==> config.mk <==
export PLATFORM = sky130hd
export DESIGN_NAME = aes_mixcol_seq
export DESIGN_NICKNAME = d
export VERILOG_FILES = /design/src/rtl/aes_mixcol_seq.sv
export SDC_FILE = /design/constraint.sdc
export NUM_CORES = 1
export LEC_CHECK = 0
export BUFFER_PORTS_ARGS = -buffer_cell sky130_fd_sc_hd__buf_2
export CORE_MARGIN = 4
export CORE_UTILIZATION = 57
export DETAILED_ROUTE_END_ITERATION = 10
export PLACE_DENSITY = 0.8
export SLEW_MARGIN = 5
export SYNTH_ARGS = -nofsm -noshare
export SYNTH_HDL_FRONTEND = slang
export SYNTH_SLANG_ARGS = --single-unit
export TNS_END_PERCENT = 20
==> constraint.sdc <==
create_clock -name clk -period 5.9 [get_ports clk]
set_clock_uncertainty 0.15 [all_clocks]
set_input_delay 0.295 -clock clk [delete_from_list [all_inputs] [get_ports clk]]
set_output_delay 0.295 -clock clk [all_outputs]
set_load 0.01 [all_outputs]
==> src/rtl/aes_mixcol_seq.sv <==
// aes_mixcol_seq: AES (Inv)MixColumns over a 128-bit state using one shared mix-byte unit, 16 steps per state
module aes_mixcol_seq (
  input  logic         clk,
  input  logic         rst,
  input  logic         in_valid,
  output logic         in_ready,
  input  logic [127:0] state_in,
  input  logic         inv,
  output logic         out_valid,
  input  logic         out_ready,
  output logic [127:0] state_out,
  output logic         busy
);
  typedef enum logic [1:0] {IDLE, CALC, DONE} state_t;
  state_t state_q, state_d;
  logic [127:0] src_q, src_d, acc_q, acc_d, out_q, out_d, sh;
  logic inv_q, inv_d;
  logic [3:0] cnt_q, cnt_d;
  logic [31:0] col, rot;
  logic [63:0] dbl;
  logic [7:0] mb;
  function automatic logic [7:0] gm(input logic [7:0] a, input logic [3:0] b);
    logic [7:0] p, x;
    p = 8'h00;
    x = a;
    for (int k = 0; k < 4; k++) begin
      p = b[k] ? p ^ x : p;
      x = {x[6:0], 1'b0} ^ (x[7] ? 8'h1b : 8'h00);
    end
    return p;
  endfunction
  // column c = cnt[3:2], rotated left by one byte per cnt[1:0]
  always_comb begin
    sh  = src_q << {cnt_q[3:2], 5'd0};
    col = sh[127:96];
    dbl = {col, col} >> (6'd32 - {1'b0, cnt_q[1:0], 3'd0});
    rot = dbl[31:0];
    mb  = inv_q ? gm(rot[31:24], 4'he) ^ gm(rot[23:16], 4'hb) ^ gm(rot[15:8], 4'hd) ^ gm(rot[7:0], 4'h9)
                : gm(rot[31:24], 4'h2) ^ gm(rot[23:16], 4'h3) ^ rot[15:8] ^ rot[7:0];
  end
  always_comb begin
    state_d = state_q;
    src_d   = src_q;
    inv_d   = inv_q;
    cnt_d   = cnt_q;
    acc_d   = acc_q;
    out_d   = out_q;
    case (state_q)
      IDLE: if (in_valid) begin
        src_d   = state_in;
        inv_d   = inv;
        cnt_d   = 4'd0;
        state_d = CALC;
      end
      CALC: begin
        acc_d = {acc_q[119:0], mb};
        cnt_d = cnt_q + 4'd1;
        if (cnt_q == 4'd15) begin
          out_d   = acc_d;
          state_d = DONE;
        end
      end
      DONE: state_d = out_ready ? IDLE : DONE;
      default: state_d = IDLE;
    endcase
  end
  always_ff @(posedge clk) begin
    if (rst) begin
      state_q <= IDLE;
      src_q   <= '0;
      inv_q   <= 1'b0;
      cnt_q   <= 4'd0;
      acc_q   <= '0;
      out_q   <= '0;
    end else begin
      state_q <= state_d;
      src_q   <= src_d;
      inv_q   <= inv_d;
      cnt_q   <= cnt_d;
      acc_q   <= acc_d;
      out_q   <= out_d;
    end
  end
  assign in_ready  = state_q == IDLE;
  assign out_valid = state_q == DONE;
  assign busy      = state_q != IDLE;
  assign state_out = out_q;
endmodule

==> key figures <==
Status
  • Status: finished clean

Critical path
  • Slowest CP cell: ha_1
  • Critical path destination: state_out[3]
  • CP Launch Type: register
  • CP Cell Sequence: inv_2 > buf_4 > ha_1 > buf_4 > nor2b_1 > a221oi_1 > a31oi_1 > xor2_1 > xnor3_1 > xnor3_1 > xnor3_1 > nor3_1 > nor4_1
  • R2R Path End: state_out[3]
  • Worst setup EP type: register
  • Register-to-Register Setup Slack: 1.40 ns
  • Cells on worst reg2reg path: 13
  • Worst path max stage delay: 0.56 ns
  • Worst Setup SP: cnt_q[0]
  • Crit-path most repeated cell: xnor3_1
  • Reg-to-Reg Start: cnt_q[0]
  • Critical path required time: 6.13 ns
  • Crit-path max FO: 15
  • CP Class: register to register
  • CP Data Arrival Time: 4.72 ns

Clock network
  • CTS Hold Buffers Added: 130
  • Max Root-Sink Buffers: 3
  • TritonCTS buffer count: 37
  • TritonCTS clock tree: built
  • Resized Gates After CTS: 0
  • Root buffer cell: clkbuf_16
  • H-tree depth: 2
  • Clock sink count: 383
  • Clock transition at path regs: about 0.070 ns
  • Clk_lat worst skew: 0.54 ns
  • Post-CTS Setup Repair Bufs: 0

Logic synthesis
  • Syn avg cell area: 8.382 µm²
  • Asr flop ratio synth: 0%
  • #FFs+latches synth: 383
  • EDFF count, synth: 0
  • Mapped Area: about 0.017 mm²
  • Yosys top cell area share: a little under half
  • Distinct cells, synth: between 60 and 70
  • Main synth FF type: dfxtp_1
  • Sequential cell area fraction in the yosys report: 45.76%
  • Mapped Nets: 2134
  • Most common cell in the netlist: nand2_1
  • Synth Instances: about 2000
  • Synth warn: 0
  • Synth area leaders: dfxtp_1 (46%), nand2_1 (17%), a21oi_1 (11%)
  • Top cells by count, synth: nand2_1 (743), dfxtp_1 (383), a21oi_1 (374)
  • Top cell type by total area after synthesis: dfxtp_1

Finish
  • Final nets: roughly 2400
  • Core Util, Final: 71.38%
  • Layout cells sized above 1: 18.52%
  • Area grow syn2layout: 22.92%
  • Area of the multi-input gates: 0.008369 mm²
  • Register area: 0.007674 mm²
  • Fillers: 2159

Global route
  • Gr ovfl total: 0
  • Largest net degree at the start of global routing: 153
  • Gr usage total: 29.91%
  • First-pass GRT wire length: 80150 µm
  • Vias in the first global route: ~15000
  • Initial antenna violation count: 5

STA
  • Max-Slew Margin vs Limit: 21.90%
  • Fin crit share: 76.21%
  • Fmax: 222.4 MHz
  • RSZ-0062 raised after global routing: false
  • Final Critical Period: 4.497 ns
  • Tightest Pin Transition: 1.169 ns
  • Slew Limit Fails: 0
  • Endpoints failing setup: 0
  • Total negative slack: 0 ns
  • Final Worst Setup Slack: roughly 1.4 ns
  • Final hold violations: 0

Place
  • Routability-driven placement congestion ratio: 0.9414
  • Pre-CTS setup slack: 1.416 ns
  • # port buffers: 263
  • Dpl hpwl: 31390 µm

Routing
  • Initial DRC Count: 1665
  • Final WL: about 51000 µm
  • Vias per cell: 5.747
  • Vias post-DR: roughly 16000
  • Drt pass-1 iters: 8
  • Routed Antenna Nets: 0
  • Avg WL per Cell: 18.77 µm
  • DRC: 0

Die
  • Std cell rows: 62
  • Die H: 179.5 µm
  • Initial Utilization: around three fifths
  • Core area: 0.02886 mm²
  • Die ar.: 0.03220 mm²
  • Io pins: 264
  • Die width: 179.5 µm

Flow run
  • Max-cap violations: 0

Pwr
  • Design Power: 6.040 mW
  • Pwr Density: 293.3 mW/mm²
  • Maximum vdd drop: 0.0002067 V
  • Leakage power: roughly 7.7 nW

Worst hold path
  • Hold Path Class: input port to register
## critical path, delay by kind of cell, from the launching register on
kind	cells	cell delay [ns]
fa+ha+maj	1	0.56
compound gates	2	0.57
buf+inv	3	0.51
xor+xnor	4	1.43
simple gates	3	0.79
flops	1	0.33
## final cells by class
type                            count  share of cell area (%)
Clock buffer                       52                   5.261
Multi-Input combinational cell   1451                   40.63
Sequential cell                   383                   37.26
Tap cell                          384                   2.333
Timing Repair Buffer              409                   13.46
Clock inverter                     16                  0.9051
Inverter                            5                 0.09112
Antenna cell                        5                 0.06075
## placed cells by master (no fill, tap or decap), drive strengths merged, types with 4 or more instances in the layout
master	netlist	layout
o21ai	6	6
nand2b	8	8
a211oi	7	7
a22oi	9	9
nor4	4	4
buf	30	279
a21oi	374	374
nand2	743	743
or2	5	5
mux2	7	7
mux4	56	56
diode	0	5
clkinv	0	10
xnor3	10	10
a311oi	4	4
nand3	10	10
nor2b	8	8
dfxtp	383	383
nor3	10	10
dlygate4sd3	0	130
nor2	26	26
xor2	19	19
clkbuf	130	52
o22ai	10	10
o211ai	5	5
inv	5	6
mux2i	48	48
xnor2	47	47
## cells by family (layout without fill, tap and decap cells)
family	after synthesis	count (layout)	synth area share, %
flops	383	383	45.76
other cells	0	5	0
xor+xnor	77	77	5.167
mux	111	111	11.13
buf+inv	165	482	4.503
compound gates	432	432	13.88
simple gates	829	829	19.41
fa+ha+maj	2	2	0.1493
## stage by stage
stage / hold WS [ns] / cell area [µm²] / std cells
2_1_floorplan: 0.2810 / 16760 / 1999
3_3_place_gp: 0.2904 / 18010 / 2502
3_5_place_dp: 0.2935 / 18010 / 2502
4_1_cts: 0.09426 / 20580 / 2700
5_1_grt: 0.1518 / 20590 / 2704
6_report: 0.1166 / 20600 / 2705
## where the power goes
group / leakage, nW / internal [mW] / switching (mW)
logic: 4.01 / 0.405 / 0.462
clock network: 0.627 / 1.43 / 1.02
registers: 3.11 / 2.65 / 0.0708
total: 7.75 / 4.48 / 1.56
## metal layers
layer	GRT usage (%)	part of all wire, %	vias to the layer above
met5	0	0.026	-
met4	11.49	4.3	2
met3	5.760	8.0	176
met2	50.15	48	799
met1	38.52	40	7296
li1	-	-	7272
## worst min-delay path by stage
stage / endpoint / depth (start not counted) / start
global route: src_q[20] / 4 / in_valid
CTS: state_q[0] / 3 / in_valid
detailed placement: state_out[64] / 2 / state_out[64]
floorplan: src_q[115] / 2 / state_in[115]
global placement: state_out[37] / 2 / state_out[37]
finish: state_q[0] / 3 / in_valid
## state kept, by name, summed over array words and instances, names as in the netlist
| name | cells |
|---|---|
| cnt_q | 4 |
| state_out | 128 |
| src_q | 128 |
| acc_q | 120 |
| inv_q | 1 |
| state_q | 2 |
Note: power is estimated with default switching activity, not from simulation.
